--- config.mk ---
export PLATFORM = sky130hd
export DESIGN_NAME = clk_div_prog_flat
export DESIGN_NICKNAME = d
export VERILOG_FILES = /design/src/rtl/clk_div_pkg.sv /design/src/rtl/clk_div_if.sv /design/src/rtl/clk_div_prog_half_stretch.sv /design/src/rtl/clk_div_prog.sv /design/src/flat_wrapper.sv
export SDC_FILE = /design/constraint.sdc
export NUM_CORES = 1
export LEC_CHECK = 0
export ABC_CLOCK_PERIOD_IN_PS = 3700
export BUFFER_PORTS_ARGS = -buffer_cell sky130_fd_sc_hd__buf_2
export CAP_MARGIN = 20
export CORE_AREA = 5 5 57 64
export DETAILED_ROUTE_END_ITERATION = 6
export DIE_AREA = 0 0 62 69
export GPL_ROUTABILITY_DRIVEN = 0
export PLACE_DENSITY = 0.77
export SYNTH_ARGS = -nofsm -noshare
export SYNTH_HDL_FRONTEND = slang
export SYNTH_SLANG_ARGS = --single-unit
--- constraint.sdc ---
create_clock -name clk_i -period 3.7 [get_ports clk_i]
set_input_delay 0.925 -clock clk_i [delete_from_list [all_inputs] [get_ports clk_i]]
set_output_delay 0.925 -clock clk_i [all_outputs]
set_load 0.02 [all_outputs]
--- src/rtl/clk_div_pkg.sv ---
// Shared types and constants for the programmable clock divider.
package clk_div_pkg;

  localparam int unsigned CNT_W_DEF   = 8;
  localparam int unsigned MIN_DIV_DEF = 2;

  typedef enum logic {
    IDLE = 1'b0,
    RUN  = 1'b1
  } state_e;

  function automatic int unsigned clamp_div(
    input int unsigned div,
    input int unsigned min
  );
    return (div < min) ? min : div;
  endfunction

endpackage

--- src/rtl/clk_div_if.sv ---
// Control and output bundle of the programmable clock divider.
interface clk_div_if
  import clk_div_pkg::*;
#(
  parameter int unsigned CNT_W = CNT_W_DEF
);

  logic             en_i;
  logic [CNT_W-1:0] div_i;
  logic             clk_o;
  logic             tick_o;
  logic [CNT_W-1:0] div_o;
  logic             run_o;

  modport master (
    output en_i,
    output div_i,
    input  clk_o,
    input  tick_o,
    input  div_o,
    input  run_o
  );

  modport slave (
    input  en_i,
    input  div_i,
    output clk_o,
    output tick_o,
    output div_o,
    output run_o
  );

endinterface

--- src/rtl/clk_div_prog_half_stretch.sv ---
// Negedge stage and output gate: odd ratios get a half-cycle
// trimmed off the high phase so duty stays at 50%.
module clk_half_stretch (
  input  logic clk_i,
  input  logic rst_i,
  input  logic i_p,
  input  logic i_odd,
  output logic o_clk
);

  logic r_n;

  always_ff @(negedge clk_i or posedge rst_i) begin
    if (rst_i) begin
      r_n <= 1'b0;
    end else begin
      r_n <= i_p;
    end
  end

  // i_odd only changes at a period start, while i_p rises
  assign o_clk = i_p & (r_n | ~i_odd);

endmodule

--- src/rtl/clk_div_prog.sv ---
// Runtime-programmable 50%-duty integer clock divider,
// fully synchronous to clk_i.
module clk_div_prog
  import clk_div_pkg::*;
#(
  parameter int unsigned CNT_W   = CNT_W_DEF,
  parameter int unsigned MIN_DIV = MIN_DIV_DEF
) (
  input  logic     clk_i,
  input  logic     rst_i,
  clk_div_if.slave bus
);

  state_e           r_state;
  logic [CNT_W-1:0] r_cnt;
  logic [CNT_W-1:0] r_div;
  logic             r_p;
  logic             r_tick;

  state_e           w_state_nxt;
  logic [CNT_W-1:0] w_cnt_nxt;
  logic [CNT_W-1:0] w_div_nxt;
  logic             w_p_nxt;
  logic             w_tick_nxt;

  logic [CNT_W-1:0] w_divc;
  logic [CNT_W:0]   w_half;
  logic [CNT_W:0]   w_cnt_inc;
  logic             w_bnd;
  logic             w_clk;

  assign w_divc = CNT_W'(clamp_div(32'(bus.div_i), MIN_DIV));

  // one extra bit so an all-ones ratio does not wrap
  assign w_half    = ({1'b0, r_div} + 1'b1) >> 1;
  assign w_cnt_inc = {1'b0, r_cnt} + 1'b1;
  assign w_bnd     = (r_cnt == r_div - CNT_W'(1));

  always_ff @(posedge clk_i or posedge rst_i) begin
    if (rst_i) begin
      r_state <= IDLE;
      r_cnt   <= '0;
      r_div   <= CNT_W'(MIN_DIV);
      r_p     <= 1'b0;
      r_tick  <= 1'b0;
    end else begin
      r_state <= w_state_nxt;
      r_cnt   <= w_cnt_nxt;
      r_div   <= w_div_nxt;
      r_p     <= w_p_nxt;
      r_tick  <= w_tick_nxt;
    end
  end

  always_comb begin
    w_state_nxt = r_state;
    w_cnt_nxt   = r_cnt;
    w_div_nxt   = r_div;
    w_p_nxt     = r_p;
    w_tick_nxt  = 1'b0;
    unique case (r_state)
      IDLE: begin
        w_cnt_nxt = '0;
        w_p_nxt   = 1'b0;
        if (bus.en_i) begin
          w_state_nxt = RUN;
          w_div_nxt   = w_divc;
          w_p_nxt     = 1'b1;
          w_tick_nxt  = 1'b1;
        end
      end
      RUN: begin
        unique case (1'b1)
          !w_bnd: begin
            w_cnt_nxt = w_cnt_inc[CNT_W-1:0];
            w_p_nxt   = (w_cnt_inc < w_half);
          end
          w_bnd && bus.en_i: begin
            w_cnt_nxt  = '0;
            w_div_nxt  = w_divc;
            w_p_nxt    = 1'b1;
            w_tick_nxt = 1'b1;
          end
          w_bnd && !bus.en_i: begin
            w_state_nxt = IDLE;
            w_cnt_nxt   = '0;
            w_p_nxt     = 1'b0;
          end
        endcase
      end
    endcase
  end

  clk_half_stretch u_stretch (
    .clk_i (clk_i),
    .rst_i (rst_i),
    .i_p   (r_p),
    .i_odd (r_div[0]),
    .o_clk (w_clk)
  );

  assign bus.clk_o  = w_clk;
  assign bus.tick_o = r_tick;
  assign bus.div_o  = r_div;
  assign bus.run_o  = (r_state == RUN);

endmodule

--- src/flat_wrapper.sv ---
// flat-port wrapper written by rule: the top's interface ports become plain ports
module clk_div_prog_flat import clk_div_pkg::*;
#(
  parameter int unsigned CNT_W   = CNT_W_DEF,
  parameter int unsigned MIN_DIV = MIN_DIV_DEF
)
  (clk_i, rst_i, bus_en_i, bus_div_i, bus_clk_o, bus_tick_o, bus_div_o, bus_run_o);
  clk_div_if #(.CNT_W(CNT_W)) bus_i ();
  input  logic clk_i;
  input  logic rst_i;
  input wire logic [$bits(bus_i.en_i)-1:0] bus_en_i;
  input wire logic [$bits(bus_i.div_i)-1:0] bus_div_i;
  output wire logic [$bits(bus_i.clk_o)-1:0] bus_clk_o;
  output wire logic [$bits(bus_i.tick_o)-1:0] bus_tick_o;
  output wire logic [$bits(bus_i.div_o)-1:0] bus_div_o;
  output wire logic [$bits(bus_i.run_o)-1:0] bus_run_o;
  assign bus_i.en_i = bus_en_i;
  assign bus_i.div_i = bus_div_i;
  assign bus_clk_o = bus_i.clk_o;
  assign bus_tick_o = bus_i.tick_o;
  assign bus_div_o = bus_i.div_o;
  assign bus_run_o = bus_i.run_o;
  clk_div_prog #(.CNT_W(CNT_W), .MIN_DIV(MIN_DIV)) u_core (.clk_i(clk_i), .rst_i(rst_i), .bus(bus_i));
endmodule
# --- Word-level counts from Yosys, hierarchy flattened ---
# Cells that the tools add are included.
word_totals:
  regBits: 20
  input_bits: 11
  output_inout_bits: 11
  word_cells: 37
op_classes:
  n_addsub: 3
  n_lt_le_gt_ge: 2
  n_eq_ne: 3
  n_mux: 13
  bitwise_logic: 4
  reduce_logical: 6
ops:
  columns: ["operator", "count"]
  rows:
  - ["8-bit case mux with 2 select lines", 3]
  - ["8-bit 2-to-1 mux", 3]
  - ["8-bit by 1-bit adder with 9-bit output, second input constant", 2]
  - ["9-bit by 8-bit less-than comparator with 1-bit output", 1]
  - ["8-bit equality test", 1]
  - ["8-bit by 2-bit less-than comparator with 1-bit output, second input constant", 1]
  - ["8-bit by 1-bit subtractor with 8-bit output, second input constant", 1]
  - ["1-bit case mux with 2 select lines", 3]
  - ["2-bit inequality test, second input constant", 2]
  - ["1-bit 2-to-1 mux", 3]
  - ["1-bit case mux with 3 select lines", 1]
  - ["1-bit logical AND", 2]
  - ["1-bit zero test", 2]
  - ["1-bit inverter", 2]
  - ["2-bit AND reduction", 1]
  - ["2-bit OR reduction", 1]
  - ["1-bit bitwise AND", 1]
  - ["1-bit bitwise OR", 1]

# --- Logic depth before layout (Yosys ltp) ---
logic_depth:
  ltp_word: 6
  mapped_depth: 11
  depth_no_buf: 10

# --- Hierarchy ---
# From an unflattened synthesis, not the netlist that was laid out.
unflattened:
  cells_unflattened: 138
  area_unflattened_um2: 1381.3
modules_own_cells:
  columns: ["mod", "n_inst", "cells_each", "area_each_um2", "seq_area_each_um2"]
  rows:
  - ["clk_div_prog", 1, 134, 1341.3, 476.7]
  - ["clk_half_stretch", 1, 4, 40.0, 25.0]

==> summary.txt <==
Logic synthesis
  • Yosys reg bits: 20
  • Post-synthesis cell count: 141
  • Mapped Area: 1380 µm²
  • Ys async rst share: 1.00
  • Synthesis Warnings: 0
  • Synth top area cells: dfrtp_1 33%, ha_1 9.1%, xnor2_1 8.2%
  • Cell with the most instances after synthesis: dfrtp_1
  • Netlist cell types: 40
  • Avg Inst Size Synth: 9.80 µm²
  • Synthesized net count: 162
  • Area share of the largest cell type after synthesis: 0.326
  • Synth area leader: dfrtp_1
  • Number of flops mapped to enable cells by yosys: 0
  • Ys flop type: dfrtp_1
  • Seq/Total Area, Yosys: 0.363
  • Top post-synthesis cells by count: 18 x dfrtp_1, 13 x xnor2_1, 11 x nand2_1, 11 x nor2_1

Clock network
  • TritonCTS clock tree: done
  • Clk_lat worst skew: 320 ps
  • Post_cts resized: 2
  • Clock-pin slew of the registers on the worst-case setup and hold paths: 120 ps
  • CTS H-tree depth: 1
  • Root Driver: clkbuf_4
  • Hold_buf cts: 0
  • Clk sinks: 20
  • Worst-case clock buffer depth: 2
  • CTS buffer count: 3
  • Setup repair bufs after CTS: 0

Outcome
  • Status: finished with violations
  • Failing checks: negative setup slack

Setup path
  • CP Capture Type: output pin
  • Worst EP required: 2770 ps
  • Critical path's slowest cell: dfrtn_1
  • Crit path max-delay family: flip-flops
  • Worst Path Max Fanout: 1
  • Crit-path cells: o21a_1 > buf_6
  • Cell count of the worst reg-to-reg path: 7
  • Worst Path Buf+Inv: 1
  • Max incr delay on CP: 340 ps
  • R2R Path End: u_core.bus.div_o[7]
  • R2r setup slk: 880 ps
  • Startpoint class of the critical path: flop
  • Critical path class: reg -> out
  • Worst Path Arrival: 2790 ps
  • FF-to-FF Start: u_core.bus.div_o[2]

Floorplan
  • Rows: 21
  • Ports: 22
  • Die H: 69 µm
  • Area of the core: 2940 µm²
  • Die width: 62 µm
  • Die ar.: 4280 µm²
  • Initial Utilization: 0.469

Hold path
  • Hold_sp: u_core.bus.div_o[1]
  • Worst Hold Class: reg -> reg
  • Min-Delay Endpoint: u_core.bus.div_o[1]
  • Hold-critical path depth: 2

STA
  • WHS: 586 ps
  • Slew Limit Fails: 0
  • Final hold vios: 0
  • Post-Route Setup TNS: -15.4 ps
  • Final Skew: 10.8 ps
  • Slew of the pin with the lowest slew margin: 481 ps
  • Setup violators final: 1
  • RSZ-0062 raised after global routing: true
  • Rel. slew slack: 0.679
  • Final WS setup: -15.4 ps

Global routing
  • Largest net degree at the start of global routing: 20
  • Vias in the first global route: 1,057
  • Total global routing overflow: 0
  • Global-route wire length before repair: 4900 µm
  • Initial antenna violation count: 0
  • Total track usage: 0.147

Layout
  • Cell area after layout: 1550 µm²
  • Share of layout cells above drive strength 1: 0.239
  • Layout area overhead: 12.4%
  • Final #Nets: 181
  • Post-Layout Cell Count: 193
  • Post-layout util: 0.528
  • # diodes: 0

Power
  • Total power: 1.55 mW
  • Pwr dens: 999 nW/µm²
  • Cell leakage power: 0.713 nW
  • Worst vdd ir: 0.000525 V

Detailed routing
  • DRC Markers: 0
  • Drt total wl: 2900 µm
  • DR iter-0 viols: 57
  • Vias per cell: 5.45
  • Post-route ant nets: 0
  • Drt wl/cell: 15.0 µm
  • Pre-antenna DRT Iters: 4
  • Via count: 1,052

Place
  • Placed Cells: 189
  • HPWL Detailed: 2190 µm
  • Placed instance area: 1490 µm²
  • PortBufs: 21
  • Pre-CTS WS: 307 ps

Job
  • Number of max-cap violations: 0
[per-layer routing]
metal  part of all wire  vias to the layer above  track usage
met5                  0                        -            0
met4              0.012                        0       0.0448
met2               0.49                       21        0.234
met1               0.46                      513        0.197
li1                   -                      515            -
met3              0.044                        3       0.0299
[logic make-up after synthesis]
| kind of cell | Yosys count | synth area share |
|---|---|---|
| simple gates | 50 | 0.187 |
| xor+xnor | 23 | 0.146 |
| flops | 20 | 0.363 |
| compound gates | 15 | 0.0861 |
| buf+inv | 15 | 0.0507 |
| fa+ha+maj | 10 | 0.0906 |
| mux | 8 | 0.0770 |
[cell type report]
cell class	instances	area, µm²
clock buffer	3	22.5
clock inverter	1	30.0
fill	268	1390
inverter	7	27.5
multi-input combinational	106	810
sequential	20	502
tap	34	42.5
timing repair buffer	22	119
[how the worst max path moves through the flow]
stage	cells after the start	slack [ps]	to	from
2_1_floorplan	1	350	bus_clk_o	u_core.u_stretch.r_n
3_3_place_gp	2	310	bus_clk_o	u_core.u_stretch.r_n
3_5_place_dp	2	310	bus_clk_o	u_core.u_stretch.r_n
4_1_cts	2	-20	bus_clk_o	u_core.u_stretch.r_n
5_1_grt	2	-60	bus_clk_o	u_core.u_stretch.r_n
6_report	2	-20	bus_clk_o	u_core.u_stretch.r_n
[placed cells by master (no fill, tap or decap), types with 2 or more instances in the layout]
cell type	n
xor2_1	10
xnor2_1	13
ha_1	10
mux2i_1	2
clkbuf_4	3
inv_1	6
a21oi_1	4
nor3_1	2
nand4_1	3
nand3_1	8
buf_2	20
nor2_1	11
mux2_4	5
nor2b_1	6
dfrtp_1	18
o21ai_0	3
nand2_1	11
[worst register-to-register path, delay by kind of cell, from the launching register on]
| family | cells | cell delay, ps |
|---|---|---|
| and+or+nand+nor | 3 | 1240 |
| muxes | 1 | 310 |
| buffers and inverters | 1 | 110 |
| AOI/OAI and AO/OA | 2 | 520 |
| DFF | 1 | 530 |
[where the power goes]
part | leakage [nW] | internal [mW] | switching, mW | total, mW
Combinational | 0.449 | 0.422 | 0.454 | 0.876
Sequential | 0.236 | 0.319 | 0.173 | 0.493
Clock | 0.0279 | 0.110 | 0.0730 | 0.183
[state kept, by name, summed over array words and instances (netlist names)]
signal                flops
u_core.bus.div_o          8
u_core.bus.run_o          1
u_core.bus.tick_o         1
u_core.r_cnt              8
u_core.r_p                1
u_core.u_stretch.r_n      1
Note: power is estimated with default switching activity, not from simulation.
